### src/rtl/pixel_pack_pkg.sv
// Shared constants and the lane-insertion helper for the 16->128 pixel packer
// and the matching read-side unpacker checks.
package pixel_pack_pkg;
    localparam int IN_W   = 16;
    localparam int OUT_W  = 128;
    localparam int RATIO  = OUT_W / IN_W;
    localparam int LANE_W = $clog2(RATIO);

    localparam logic [IN_W-1:0] PAD_RGB565 = 16'h0000;

    // Lanes below idx keep acc, lane idx takes data, lanes above idx take pad.
    function automatic logic [OUT_W-1:0] lane_merge(
        input logic [OUT_W-1:0]  acc,
        input logic [IN_W-1:0]   data,
        input logic [LANE_W-1:0] idx,
        input logic [IN_W-1:0]   pad
    );
        logic [OUT_W-1:0] merged;
        merged = acc;
        for (int i = 0; i < RATIO; i++) begin
            if (i == int'(idx)) begin
                merged[i*IN_W +: IN_W] = data;
            end else if (i > int'(idx)) begin
                merged[i*IN_W +: IN_W] = pad;
            end
        end
        return merged;
    endfunction
endpackage

### src/rtl/pixel_pack_16to128.sv
// Write-side width up-converter: packs eight 16-bit RGB565 words into one
// 128-bit beat for the frame FIFO, padding partial groups closed by in_last.
module pixel_pack_16to128 #(
    parameter int              IN_W      = pixel_pack_pkg::IN_W,
    parameter int              OUT_W     = pixel_pack_pkg::OUT_W,
    parameter logic [IN_W-1:0] PAD_VALUE = pixel_pack_pkg::PAD_RGB565,
    parameter int              CNT_W     = 16
) (
    input  logic             clk,
    input  logic             rst_n,
    input  logic [IN_W-1:0]  in_data,
    input  logic             in_valid,
    input  logic             in_last,
    output logic             in_ready,
    output logic [OUT_W-1:0] out_data,
    output logic             out_valid,
    output logic             out_last,
    output logic [3:0]       out_fill,
    input  logic             out_ready,
    output logic [CNT_W-1:0] beat_cnt
);
    import pixel_pack_pkg::*;

    logic [OUT_W-1:0]  r_acc;
    logic [LANE_W-1:0] r_lane;
    logic [OUT_W-1:0]  r_out_data;
    logic              r_out_valid;
    logic              r_out_last;
    logic [3:0]        r_out_fill;
    logic [CNT_W-1:0]  r_beat_cnt;

    logic              w_in_ready;
    logic              w_accept;
    logic              w_close;
    logic              w_handoff;
    logic [OUT_W-1:0]  w_beat;

    // Ready is combinational from out_ready so a beat can leave and the next
    // word be taken in the same cycle without a bubble.
    assign w_in_ready = !r_out_valid || out_ready;
    assign w_accept   = in_valid && w_in_ready;
    assign w_close    = w_accept && ((r_lane == LANE_W'(RATIO - 1)) || in_last);
    assign w_handoff  = r_out_valid && out_ready;
    assign w_beat     = lane_merge(r_acc, in_data, r_lane, PAD_VALUE);

    always_ff @(posedge clk or negedge rst_n) begin
        if (!rst_n) begin
            r_acc       <= '0;
            r_lane      <= '0;
            r_out_data  <= '0;
            r_out_valid <= 1'b0;
            r_out_last  <= 1'b0;
            r_out_fill  <= '0;
        end else begin
            if (w_close) begin
                r_out_data  <= w_beat;
                r_out_valid <= 1'b1;
                r_out_last  <= in_last;
                r_out_fill  <= 4'(r_lane) + 4'd1;
                r_lane      <= '0;
            end else begin
                if (w_accept) begin
                    r_acc  <= w_beat;
                    r_lane <= r_lane + 1'b1;
                end
                if (w_handoff) begin
                    r_out_valid <= 1'b0;
                end
            end
        end
    end

    always_ff @(posedge clk or negedge rst_n) begin
        if (!rst_n) begin
            r_beat_cnt <= '0;
        end else if (w_handoff) begin
            r_beat_cnt <= r_beat_cnt + 1'b1;
        end
    end

    assign in_ready  = w_in_ready;
    assign out_data  = r_out_data;
    assign out_valid = r_out_valid;
    assign out_last  = r_out_last;
    assign out_fill  = r_out_fill;
    assign beat_cnt  = r_beat_cnt;
endmodule

### config.mk
export PLATFORM = sky130hd
export DESIGN_NAME = pixel_pack_16to128
export DESIGN_NICKNAME = d
export VERILOG_FILES = /design/src/rtl/pixel_pack_pkg.sv /design/src/rtl/pixel_pack_16to128.sv
export SDC_FILE = /design/constraint.sdc
export NUM_CORES = 1
export LEC_CHECK = 0
export CORE_ASPECT_RATIO = 2
export CORE_MARGIN = 2
export CORE_UTILIZATION = 35
export CTS_BUF_LIST = sky130_fd_sc_hd__clkbuf_4 sky130_fd_sc_hd__clkbuf_8
export DETAILED_ROUTE_END_ITERATION = 6
export RECOVER_POWER = 100
export SYNTH_ARGS = -nofsm -noshare
export SYNTH_HDL_FRONTEND = slang
export SYNTH_SLANG_ARGS = --single-unit
### constraint.sdc
create_clock -name clk -period 5.35 [get_ports clk]
set_input_delay 1.07 -clock clk [delete_from_list [all_inputs] [get_ports clk]]
set_output_delay 1.07 -clock clk [all_outputs]
set_load 0.01 [all_outputs]
==> impl_metrics.ini <==
[cts]
cts_setup_buffers = 0
path_clk_slew_ps = 60
cts_resized = 0
cts.sinks = 265
clockRootBuffer = clkbuf_8
cts_buffers = 39
cts_tree = yes
clock_latency_ps = 570
cts.path.max_buffers = 3
holdBufCountCts = 0
htreeDepth = 2

[worst_setup_path]
cp_num_cells = 5
reg2reg_depth = 6
crit_chain = dlygate4sd3_1, nand2b_1, nand3b_1, clkbuf_1, o21ai_0
crit_path_end_kind = register
arrival_ps = 4370
start_kind = primary input
r2r-start = r_lane[0]
crit_fanout = 68
reg2reg_to = out_data[92]
critPathMaxStageDelay_ps = 1770
cp_data_required_time_ps = 5670
cpLargestDelayFamily = buffers and inverters
cp_slowest_cell = clkbuf_1
crit_buf_inv = 2
critPathKind = in2reg
reg2reg_slack_ps = 1450

[power_and_ir_drop]
power_leakage_nw = 6.41
peakVddDrop_mv = 0.163
pwr_density_cell_nw_per_um2 = 378

[floorplanning]
initial_core_util_pct = 35.4
rows = 91
die_w_um = 129
fp.dieH_um = 254
core_sq_um = 30900
ios = 172
die-area_sq_um = 32700

[yosys]
synth.cell_area_sq_um = 10900
netlist_instances = 917
synth_area_leader_cell = dfrtp_1
ys_ff_latch = 265
avgSynthCellArea_sq_um = 11.9
synth_top_area_share_pct = 60.7
yosysWarningCount = 0
synth.area.top_cells = dfrtp_1 (61%), a22o_1 (9.1%), o21ai_0 (5.1%)
synth_nets = 945
synth.distinct_cells = 44
synth-seq-area-share_pct = 60.7

[drt]
drcViolationCount = 0
drtIter0Drc = 571
first_pass_iters = 5
wl_mm = 31.0
postRouteAntennaNets = 0
vias_per_cell = 5.24
route.vias.total = 7854
wire_per_inst_um = 20.7

[layout]
fin_util_pct = 44.0
drive_gt1_share_pct = 8.88
nFillCells = 2897
nNetsFinal = 1081
area_delta_synth_final_pct = 24.2

[timing]
tightest_slew_ps = 2800
fin_tns_setup_ps = 0
finalCritPeriodShare_pct = 75.8
hold_violations = 0
fmax_ghz = 0.247
rsz0062_at_grt = false
setup_viol = 0
drv_slew = 198
min_period_ps = 4050
slew_headroom_pct = -86.6
finClkSkew_ps = 32.1

[run]
maxCapViolCount = 3

[min_path]
hold_depth = 2
hold_class = reg2reg
hold_path_end = out_data[17]
holdCritStartpoint = out_data[17]

[place]
numPortBuffers = 171
place_congestion = 0.782
dp_hpwl_mm = 20.3

[global_route]
grt_pass1_vias = 7985
grt_overflow = 0
grt_use_total_pct = 19.2
antenna_found_initial = 1
grt_pass1_wl_mm = 47.9
grt_start_max_net_pins = 164

[status]
violations = max-capacitance violations, max-slew violations
status = finished, violations left
[kinds of logic after synthesis]
kind of cell | after synthesis | share of synthesized area, %
mux | 50 | 5.13
simple gates | 171 | 7.15
xor+xnor | 15 | 1.20
buf+inv | 91 | 4.37
compound gates | 318 | 20.7
fa+ha+maj | 7 | 0.801
flops | 265 | 60.7
[worst max-delay path by stage]
stage                          from            to  slack [ps]
final                     out_ready  out_data[92]        1300
after global routing      out_ready  out_data[22]         920
after CTS                 out_ready      in_ready        1740
after detailed placement  out_ready      in_ready        1750
after global placement    out_ready      in_ready        1760
after floorplan           out_ready      in_ready        2940
[worst reg2reg max path, cell delays in order (launching register included)]
cell and delay (ps):
dfrtp_1 530, ha_1 300, ha_1 220, nor2_1 170, nand3b_1 300, clkbuf_1 1770, o21ai_0 370
[through the flow]
stage                     worst slack [ps]  std cells  cell area, sq um  hold slack, ps  power, W
after global placement                1760       1430             12800             464   0.00347
final                                 1300       1500             13600             469   0.00512
after floorplan                       2940        917             10900             466   0.00298
after detailed placement              1750       1430             12800             470   0.00349
after global routing                   917       1500             13600             496   0.00538
after CTS                             1740       1499             13700             485   0.00529
[cell usage in the layout, fill, tap and decap left out, drive strengths merged, types with 9 or more instances in the layout]
master / Yosys / layout
o21ai: 121 / 121
dfrtp: 265 / 265
nand2: 130 / 130
mux2: 18 / 18
dlygate4sd3: 0 / 152
nand3: 9 / 9
mux2i: 32 / 32
xnor2: 14 / 14
a32oi: 16 / 16
a22oi: 64 / 64
clkdlybuf4s50: 0 / 18
clkbuf: 46 / 65
a22o: 113 / 113
[sequential cells by signal, indices dropped and copies added, names as in the netlist]
name and flops:
out_data 128, out_last 1, beat_cnt 16, out_valid 1, out_fill 4, r_lane 3, r_acc 112
[cell usage after synthesis (all sizes together)]
| master | number |
|---|---|
| dfrtp | 265 |
| nand2 | 130 |
| o21ai | 121 |
| a22o | 113 |
| a22oi | 64 |
| clkbuf | 46 |
| buf | 41 |
| mux2i | 32 |
| mux2 | 18 |
| a32oi | 16 |
| xnor2 | 14 |
| nand3 | 9 |
| ha | 7 |
| nor2 | 7 |
| and2 | 5 |
| and3 | 4 |
| and4 | 4 |
| inv | 4 |
| nand4 | 3 |
| or2 | 3 |
| nor2b | 2 |
| nor3 | 2 |
| a211o | 1 |
| a21oi | 1 |
| a32o | 1 |
| nand2b | 1 |
| nand3b | 1 |
| o31ai | 1 |
| xor2 | 1 |
[layout make-up]
type | instances | area, sq um | area share (%)
Inverter | 4 | 17.5 | 0.129
Multi-Input combinational cell | 561 | 3750 | 27.6
Clock inverter | 9 | 82.6 | 0.609
Sequential cell | 265 | 6630 | 48.9
Antenna cell | 1 | 2.50 | 0.0184
Clock buffer | 60 | 763 | 5.62
Timing Repair Buffer | 182 | 1800 | 13.3
Tap cell | 418 | 523 | 3.85
[where the power goes]
part	switching, W	total [W]	internal, W
Sequential	0.000172	0.00243	0.00226
Clock	0.000809	0.00177	0.000964
Combinational	0.000503	0.000916	0.000413
Total	0.00148	0.00512	0.00364
[per-layer routing]
layer	GRT usage, %	vias to the layer above	part of all wire [%]
met3	2.57	76	3.7
met4	10.7	0	5.0
met5	0	-	0
met1	22.8	3944	38
li1	-	3609	-
met2	33.0	225	53
(Power assumes the default switching activity.)
